`config.mk`:
```
export PLATFORM = sky130hd
export DESIGN_NAME = mem_arbiter_flat
export DESIGN_NICKNAME = d
export VERILOG_FILES = /design/src/rtl/mem_arbiter_pkg.sv /design/src/rtl/mem_arbiter_if.sv /design/src/rtl/mem_arbiter.sv /design/src/flat_wrapper.sv
export SDC_FILE = /design/constraint.sdc
export NUM_CORES = 1
export LEC_CHECK = 0
export BUFFER_PORTS_ARGS = -buffer_cell sky130_fd_sc_hd__buf_2
export CAP_MARGIN = 25
export CORE_AREA = 5 5 334 336
export CTS_CLUSTER_SIZE = 40
export DETAILED_ROUTE_END_ITERATION = 8
export DIE_AREA = 0 0 339 341
export SYNTH_ARGS = -nofsm -noshare
export SYNTH_HDL_FRONTEND = slang
export SYNTH_SLANG_ARGS = --single-unit
```
`constraint.sdc`:
```
create_clock -name clk -period 2 [get_ports clk]
set_input_delay 0.3 -clock clk [delete_from_list [all_inputs] [get_ports clk]]
set_output_delay 0.3 -clock clk [all_outputs]
set_load 0.005 [all_outputs]
```
`src/rtl/mem_arbiter_pkg.sv`:
```
// Shared cache definitions: request/response structs and arbiter FSM states.
package mem_arbiter_pkg;

  localparam int unsigned ADDR_W = 32;
  localparam int unsigned LINE_W = 128;

  // Encoding of the last_gnt bit
  localparam logic GNT_SRC_I = 1'b0;
  localparam logic GNT_SRC_D = 1'b1;

  typedef struct packed {
    logic [ADDR_W-1:0] addr;
    logic [LINE_W-1:0] w_data;
    logic              w_en;
    logic              req;
  } type_cache2mem_s;

  typedef struct packed {
    logic [LINE_W-1:0] r_data;
    logic              ack;
  } type_mem2cache_s;

  typedef enum logic [1:0] {
    IDLE    = 2'd0,
    GNT_I   = 2'd1,
    GNT_D   = 2'd2,
    RELEASE = 2'd3
  } type_mem_arb_states_e;

  function automatic type_mem_arb_states_e grant_state(input logic src);
    return (src == GNT_SRC_D) ? GNT_D : GNT_I;
  endfunction

endpackage

```
`src/rtl/mem_arbiter_if.sv`:
```
// Bundle of the two cache links and the shared memory link seen by the arbiter.
interface mem_arbiter_if;
  import mem_arbiter_pkg::*;

  type_cache2mem_s icache2mem_i;
  type_mem2cache_s mem2icache_o;
  type_cache2mem_s dcache2mem_i;
  type_mem2cache_s mem2dcache_o;
  type_cache2mem_s arb2mem_o;
  type_mem2cache_s mem2arb_i;

  modport slave (
    input  icache2mem_i,
    input  dcache2mem_i,
    input  mem2arb_i,
    output mem2icache_o,
    output mem2dcache_o,
    output arb2mem_o
  );

  modport master (
    output icache2mem_i,
    output dcache2mem_i,
    output mem2arb_i,
    input  mem2icache_o,
    input  mem2dcache_o,
    input  arb2mem_o
  );

endinterface

```
`src/rtl/mem_arbiter.sv`:
```
// Two-way round-robin arbiter between icache and dcache for one shared memory port.
module mem_arbiter
  import mem_arbiter_pkg::*;
#(
  parameter logic DCACHE_PRIO = 1'b1
) (
  input  logic          clk,
  input  logic          rst,
  mem_arbiter_if.slave  bus,
  output logic          arb_busy_o
);

  type_mem_arb_states_e state, state_nxt;
  logic                 last_gnt, last_gnt_nxt;

  always_ff @(posedge clk) begin
    if (rst) begin
      state    <= IDLE;
      last_gnt <= ~DCACHE_PRIO;
    end else begin
      state    <= state_nxt;
      last_gnt <= last_gnt_nxt;
    end
  end

  always_comb begin
    state_nxt         = state;
    last_gnt_nxt      = last_gnt;
    bus.arb2mem_o     = '0;
    bus.mem2icache_o  = '0;
    bus.mem2dcache_o  = '0;
    arb_busy_o        = 1'b0;

    // Outputs are forced quiet while reset is held, even if a grant is in flight
    if (!rst) begin
      case (state)
        IDLE: begin
          if (bus.icache2mem_i.req && bus.dcache2mem_i.req) begin
            last_gnt_nxt = ~last_gnt;
            state_nxt    = grant_state(~last_gnt);
          end else if (bus.icache2mem_i.req) begin
            last_gnt_nxt = GNT_SRC_I;
            state_nxt    = GNT_I;
          end else if (bus.dcache2mem_i.req) begin
            last_gnt_nxt = GNT_SRC_D;
            state_nxt    = GNT_D;
          end
        end
        GNT_I: begin
          arb_busy_o       = 1'b1;
          bus.arb2mem_o    = bus.icache2mem_i;
          bus.mem2icache_o = bus.mem2arb_i;
          if (bus.mem2arb_i.ack) state_nxt = RELEASE;
        end
        GNT_D: begin
          arb_busy_o       = 1'b1;
          bus.arb2mem_o    = bus.dcache2mem_i;
          bus.mem2dcache_o = bus.mem2arb_i;
          if (bus.mem2arb_i.ack) state_nxt = RELEASE;
        end
        RELEASE: begin
          // One cycle with memory req low so the memory cannot re-ack
          arb_busy_o = 1'b1;
          state_nxt  = IDLE;
        end
        default: state_nxt = IDLE;
      endcase
    end
  end

endmodule

```
`src/flat_wrapper.sv`:
```
// flat-port wrapper written by rule: the top's interface ports become plain ports
module mem_arbiter_flat import mem_arbiter_pkg::*;
#(
  parameter logic DCACHE_PRIO = 1'b1
)
  (clk, rst, arb_busy_o, bus_icache2mem_i, bus_dcache2mem_i, bus_mem2arb_i, bus_mem2icache_o, bus_mem2dcache_o, bus_arb2mem_o);
  mem_arbiter_if bus_i ();
  input  logic clk;
  input  logic rst;
  output logic arb_busy_o;
  input wire logic [$bits(bus_i.icache2mem_i)-1:0] bus_icache2mem_i;
  input wire logic [$bits(bus_i.dcache2mem_i)-1:0] bus_dcache2mem_i;
  input wire logic [$bits(bus_i.mem2arb_i)-1:0] bus_mem2arb_i;
  output wire logic [$bits(bus_i.mem2icache_o)-1:0] bus_mem2icache_o;
  output wire logic [$bits(bus_i.mem2dcache_o)-1:0] bus_mem2dcache_o;
  output wire logic [$bits(bus_i.arb2mem_o)-1:0] bus_arb2mem_o;
  assign bus_i.icache2mem_i = bus_icache2mem_i;
  assign bus_i.dcache2mem_i = bus_dcache2mem_i;
  assign bus_i.mem2arb_i = bus_mem2arb_i;
  assign bus_mem2icache_o = bus_i.mem2icache_o;
  assign bus_mem2dcache_o = bus_i.mem2dcache_o;
  assign bus_arb2mem_o = bus_i.arb2mem_o;
  mem_arbiter #(.DCACHE_PRIO(DCACHE_PRIO)) u_core (.clk(clk), .rst(rst), .bus(bus_i), .arb_busy_o(arb_busy_o));
endmodule
```
==> metrics.cfg, run 1 <==
[clocking]
clockRootBuffer=clkbuf_16
cts_tree=built
cts_sinks=3
path_clk_slew_ns=0.03
clock_latency_ns=0.23
hold_buffers=0
cts_buffers=3
htreeDepth=1
clockBufferDepth=2

[layout]
fillers=12300
layout-drive-gt1-share_pct=85.7
final_cell_mix=buf_2, buf_6, and2_4
layout_commonest_cell=buf_2
design_area_sq_mm=0.0154
area_growth_pct=279
nets=2094

[pwr]
switching_share_pct=47.2
p_int_w=0.00601
p_sw_w=0.00537
vdd_drop_max_v=0.000404
pwr-share-seq_pct=1.0
power_w=0.0114
pwr-share-clk_pct=2.8
power.density_mw_per_mm2=741
p_comb_share_pct=96.2
leakage_nw=7.14

[global_routing]
overflow=0
grt_pass1_wl_mm=102
grt_max_degree=40
grt_pass1_vias=9024
grt_usage_pct=13.5
antenna_found_initial=152

[timing]
fmax_mhz=463
hold_viol=0
relSlewSlack_pct=70.4
final_max_slew_viol_count=0
post-route-period-util_pct=108
finalWorstSetupSlack_ns=-0.160
fin_skew_ns=0.000108
final-setup-viol-count=360
tns_ns=-20.27
min_period_ns=2.16
rsz0062_at_grt=yes
worst_pin_slew_ns=0.445

[drt]
drc=0
dr.pass1.iters=6
first_iter_violations=716
viasPerCell=3.48
ant_nets=0
wl_mm=92.6
vias=10700
wl_per_cell_um=30.2

[critical_path]
crit_slowest_cell=dfxtp_2
crit_chain=inv_4, buf_12, ha_4, nand2b_4, buf_16, clkbuf_16, nor2_2, buf_2
path_max_fanout=16
startpoint_type=register
path_buf_inv=5
path_delay_family=buffers and inverters
cp.required_ns=1.70
end_kind=output pin
worstPathArrival_ns=1.86
crit_type=register to output pin
critPathMaxStageDelay_ns=0.35

[yosys]
ys_ff_latch=3
postSynthAreaPerCell_sq_um=5.85
synth-edff-count=0
synth_area_sq_mm=0.00405
yosysTopAreaCellShare_pct=39.8
syn-num-nets=1151
synthTopCellsByArea=and2_1, a22oi_1, nor2_1, buf_2, clkbuf_1
ys_types=22
netlist_instances=692
yosys.area.top_type=and2_1
ys_warn_count=0
postSynth.asyncResetShare_pct=0
yosys_most_used_dff=dfxtp_1
ys_seq_area_share_pct=1.48

[status]
outcome=finished, violations left
violations=negative setup slack

[floorplan]
num_rows=121
die_height_um=341
start_util_pct=3.74
die_area_sq_mm=0.116
core_area_sq_mm=0.108
ios=876
die_x_um=339

[place]
io_buffer_count=875
placed_cell_area_sq_mm=0.0106
place_congestion=0.985
dp_hpwl_mm=74.5

[job]
max_cap_violations=0

[min_path]
min_path_type=input pin to register

-- power groups by stage --
stage                     clock, W  combinational (W)  sequential (W)
final                     0.000323             0.0109        0.000114
after global routing      0.000335             0.0114        0.000117
after CTS                 0.000329            0.00780        0.000113
after detailed placement         0            0.00612       0.0000991
after global placement           0            0.00608       0.0000986
after floorplan                  0            0.00273       0.0000955
-- worst paths after layout --
path	start	endpoint	slack, ns	cells after the start
worst max-delay path	u_core.state[0]	bus_arb2mem_o[121]	-0.16	8
worst min-delay path	rst	u_core.last_gnt	0.37	2
worst max register to register	u_core.state[0]	u_core.state[0]	0.49	6
worst min register to register	u_core.last_gnt	u_core.last_gnt	0.47	1
-- layer usage --
metal | track usage [%] | up-vias | wire [um] | share of wire, %
li1 | - | 4263 | - | -
met1 | 15.9 | 4951 | 35800 | 39
met2 | 20.0 | 1026 | 38200 | 41
met3 | 10.1 | 342 | 14900 | 16
met4 | 1.77 | 96 | 3040 | 3.3
met5 | 0 | - | 643 | 0.69
-- synth_stat cells, drive strengths merged, types with 2 or more instances --
cell      n
a21oi     2
a22oi   162
and2    258
and2b     2
buf      42
clkbuf   40
dfxtp     3
ha        4
inv       2
nand2b    3
nor2    165
nor2b     2
-- through the flow --
stage | utilization [%] | std cells | hold WS (ns) | setup WS [ns]
3_3_place_gp | 9.79 | 2953 | 0.454 | -0.271
2_1_floorplan | - | 692 | 0.378 | 0.306
6_report | 14.2 | 3070 | 0.370 | -0.160
5_1_grt | 14.2 | 3054 | 0.409 | -0.208
4_1_cts | 11.0 | 2994 | 0.376 | -0.159
3_5_place_dp | 9.79 | 2953 | 0.463 | -0.292
-- timing repair --
action	in CTS	in global routing
gates resized for setup	140	589
buffers inserted	22	16
pin swaps	41	211
gates cloned	17	43
setup endpoints to repair	331	398
-- sequential cells by signal (all words and copies together) (netlist names) --
register,count
u_core.last_gnt,1
u_core.state,2
-- layout make-up --
cell class                 count  area, sq um  area share (%)
multi-input combinational    605         4880            31.8
clock buffer                   4         78.8           0.513
tap                         1414         1770            11.5
timing repair buffer        1020         8500            55.3
inverter                       2         12.5          0.0814
sequential                     3         65.1           0.423
antenna                       22         55.1           0.358
-- cell families (layout without fill, tap and decap cells) --
logic type	after synthesis	in the layout	synth area share [%]
AOI/OAI and AO/OA	168	168	31.1
other	0	22	0
DFF	3	3	1.48
adders and majority gates	4	4	1.24
buffers and inverters	84	1026	9.27
muxes	1	1	0.247
and+or+nand+nor	432	432	56.7
No activity file was read; power rests on OpenSTA's default activity.
==> inputs of run 2 (changes only) <==
- CELL_PAD_IN_SITES_DETAIL_PLACEMENT: default -> 1
- CELL_PAD_IN_SITES_GLOBAL_PLACEMENT: default -> 1
- CORE_AREA: 5 5 334 336 -> 5 5 338 340
- DIE_AREA: 0 0 339 341 -> 0 0 343 345
- PLACE_DENSITY_LB_ADDON: default -> 0.1
==> metrics.cfg, run 2 (synthesis results as in run 1) <==
[floorplan]
ios=876  ; unchanged
die_area_sq_mm=0.118  ; was 0.116 sq mm
die_x_um=343  ; was 339 um
die_height_um=345  ; was 341 um
start_util_pct=3.64  ; was 3.74%
num_rows=123  ; was 121
core_area_sq_mm=0.111  ; was 0.108 sq mm

[min_path]
min_path_type=input pin to register  ; unchanged
worstHoldPathCells=2  ; unchanged
min_from=bus_icache2mem_i[0]  ; was rst
min_to=u_core.last_gnt  ; unchanged

[place]
dpl.cell_count=3041  ; was 2,953
dp_hpwl_mm=50.6  ; was 74.5 mm
placed_cell_area_sq_mm=0.0106  ; about the same
place_congestion=0.863  ; was 0.985
io_buffer_count=875  ; unchanged

[timing]
min_period_ns=2.05  ; was 2.16 ns
worst_pin_slew_ns=0.347  ; was 0.445 ns
tns_ns=-1.55  ; was -20.27 ns
final_max_slew_viol_count=0  ; unchanged
hold_viol=0  ; unchanged
whs_ns=0.386  ; was 0.370 ns
fin_skew_ns=0.00306  ; was 0.000108 ns
finalWorstSetupSlack_ns=-0.0504  ; was -0.160 ns
fmax_mhz=488  ; was 463 MHz
post-route-period-util_pct=103  ; was 108%
relSlewSlack_pct=76.3  ; was 70.4%
final-setup-viol-count=85  ; was 360
rsz0062_at_grt=yes  ; unchanged

[job]
max_cap_violations=0  ; unchanged

[drt]
ant_nets=0  ; unchanged
wl_mm=61.4  ; was 92.6 mm
wl_per_cell_um=19.8  ; was 30.2 um
viasPerCell=2.88  ; was 3.48
vias=8927  ; was 10,700
drc=0  ; unchanged
first_iter_violations=243  ; was 716
dr.pass1.iters=5  ; was 6

[critical_path]
worstPathArrival_ns=1.75  ; was 1.86 ns
startpoint_type=register  ; unchanged
reg2reg_depth=7  ; was 6
r2r_end=u_core.state[0]  ; unchanged
r2r-start=u_core.state[0]  ; unchanged
rrSetupSlack_ns=0.39  ; was 0.49 ns
crit_type=register to output pin  ; unchanged
cp.required_ns=1.70  ; about the same
path_max_fanout=8  ; was 16
end_kind=output pin  ; unchanged

[layout]
largest_reg_flops=2  ; unchanged
largest-register=u_core.state  ; unchanged
design_area_sq_mm=0.0124  ; was 0.0154 sq mm
layout_commonest_cell=buf_2  ; unchanged
reg_top3=u_core.state (2), u_core.last_gnt (1)  ; unchanged
area_growth_pct=205  ; was 279%
final_cell_mix=buf_2, and2_1, nor2_1  ; was buf_2, buf_6, and2_4
utilization_pct=11.1  ; was 14.2%
layout-drive-gt1-share_pct=68.7  ; was 85.7%
fin_cells=3105  ; was 3,070
nets=2053  ; was 2,094

[global_routing]
grt_usage_pct=8.87  ; was 13.5%
antenna_found_initial=24  ; was 152
overflow=0  ; unchanged
grt_max_degree=46  ; was 40
grt_pass1_vias=9139  ; was 9,024
grt_pass1_wl_mm=75.5  ; was 102 mm

[clocking]
cts_buffers=3  ; unchanged
cts_tree=built  ; unchanged
hold_buffers=0  ; unchanged
htreeDepth=1  ; unchanged
clockBufferDepth=2  ; unchanged
clockRootBuffer=clkbuf_16  ; unchanged
clock_latency_ns=0.23  ; about the same
cts_sinks=3  ; unchanged
path_clk_slew_ns=0.03  ; about the same

[status]
violations=negative setup slack  ; unchanged
outcome=finished, violations left  ; unchanged

[pwr]
power.density_mw_per_mm2=700  ; was 741 mW/mm^2
leakage_nw=6.26  ; was 7.14 nW
vdd_drop_max_v=0.000300  ; was 0.000404 V

[run 2: layout make-up]
type,count,area [sq um]
flip-flops and latches,3,62.6
repair buffers,979,6170
inverters,2,10.0
clock buffers,4,78.8
diodes,12,30.0
fillers,13600,98900
well taps,1500,1880
multi-input cells,605,4130
[run 2: layer usage]
layer | global-route usage, % | wire (um)
met5 | 0 | 102
met4 | 1.47 | 542
met3 | 2.76 | 4990
met2 | 17.9 | 33900
met1 | 8.87 | 21900
[run 2: timing repair]
item                       4_1_cts  5_1_grt
gates resized for setup         58      150
pin swaps                        5       23
setup endpoints to repair      314      216
gates cloned                     2       18
setup buffers                   13       16
[run 2: worst max-delay path by stage]
| stage | cells past startpoint | to | slack (ns) | from |
|---|---|---|---|---|
| finish | 8 | bus_arb2mem_o[122] | -0.05 | u_core.state[0] |
| detailed placement | 7 | bus_arb2mem_o[160] | 0.05 | u_core.state[0] |
| global route | 8 | bus_arb2mem_o[128] | -0.11 | u_core.state[0] |
| floorplan | 7 | bus_mem2dcache_o[100] | 0.31 | u_core.state[0] |
| global placement | 7 | bus_arb2mem_o[160] | -0.003 | u_core.state[0] |
| CTS | 7 | bus_mem2dcache_o[76] | -0.06 | u_core.state[1] |
[run 2: where the power goes]
part           switching (W)  internal, W
registers          0.0000180    0.0000853
clock network      0.0000573     0.000263
logic                0.00423      0.00400
[run 2: critical path: stages, from the launching register on]
cell and delay [ns]:
dfxtp_2 0.35, inv_4 0.06, ha_4 0.28, nand2b_4 0.08, buf_12 0.16, buf_16 0.16, clkbuf_16 0.20, nor2_4 0.10
buf_2 0.12
[run 2: through the flow]
step / worst slack [ns] / power, W
2_1_floorplan: 0.306 / 0.00282
3_3_place_gp: -0.00262 / 0.00632
3_5_place_dp: 0.0457 / 0.00629
4_1_cts: -0.0595 / 0.00731
5_1_grt: -0.115 / 0.00937
6_report: -0.0504 / 0.00865
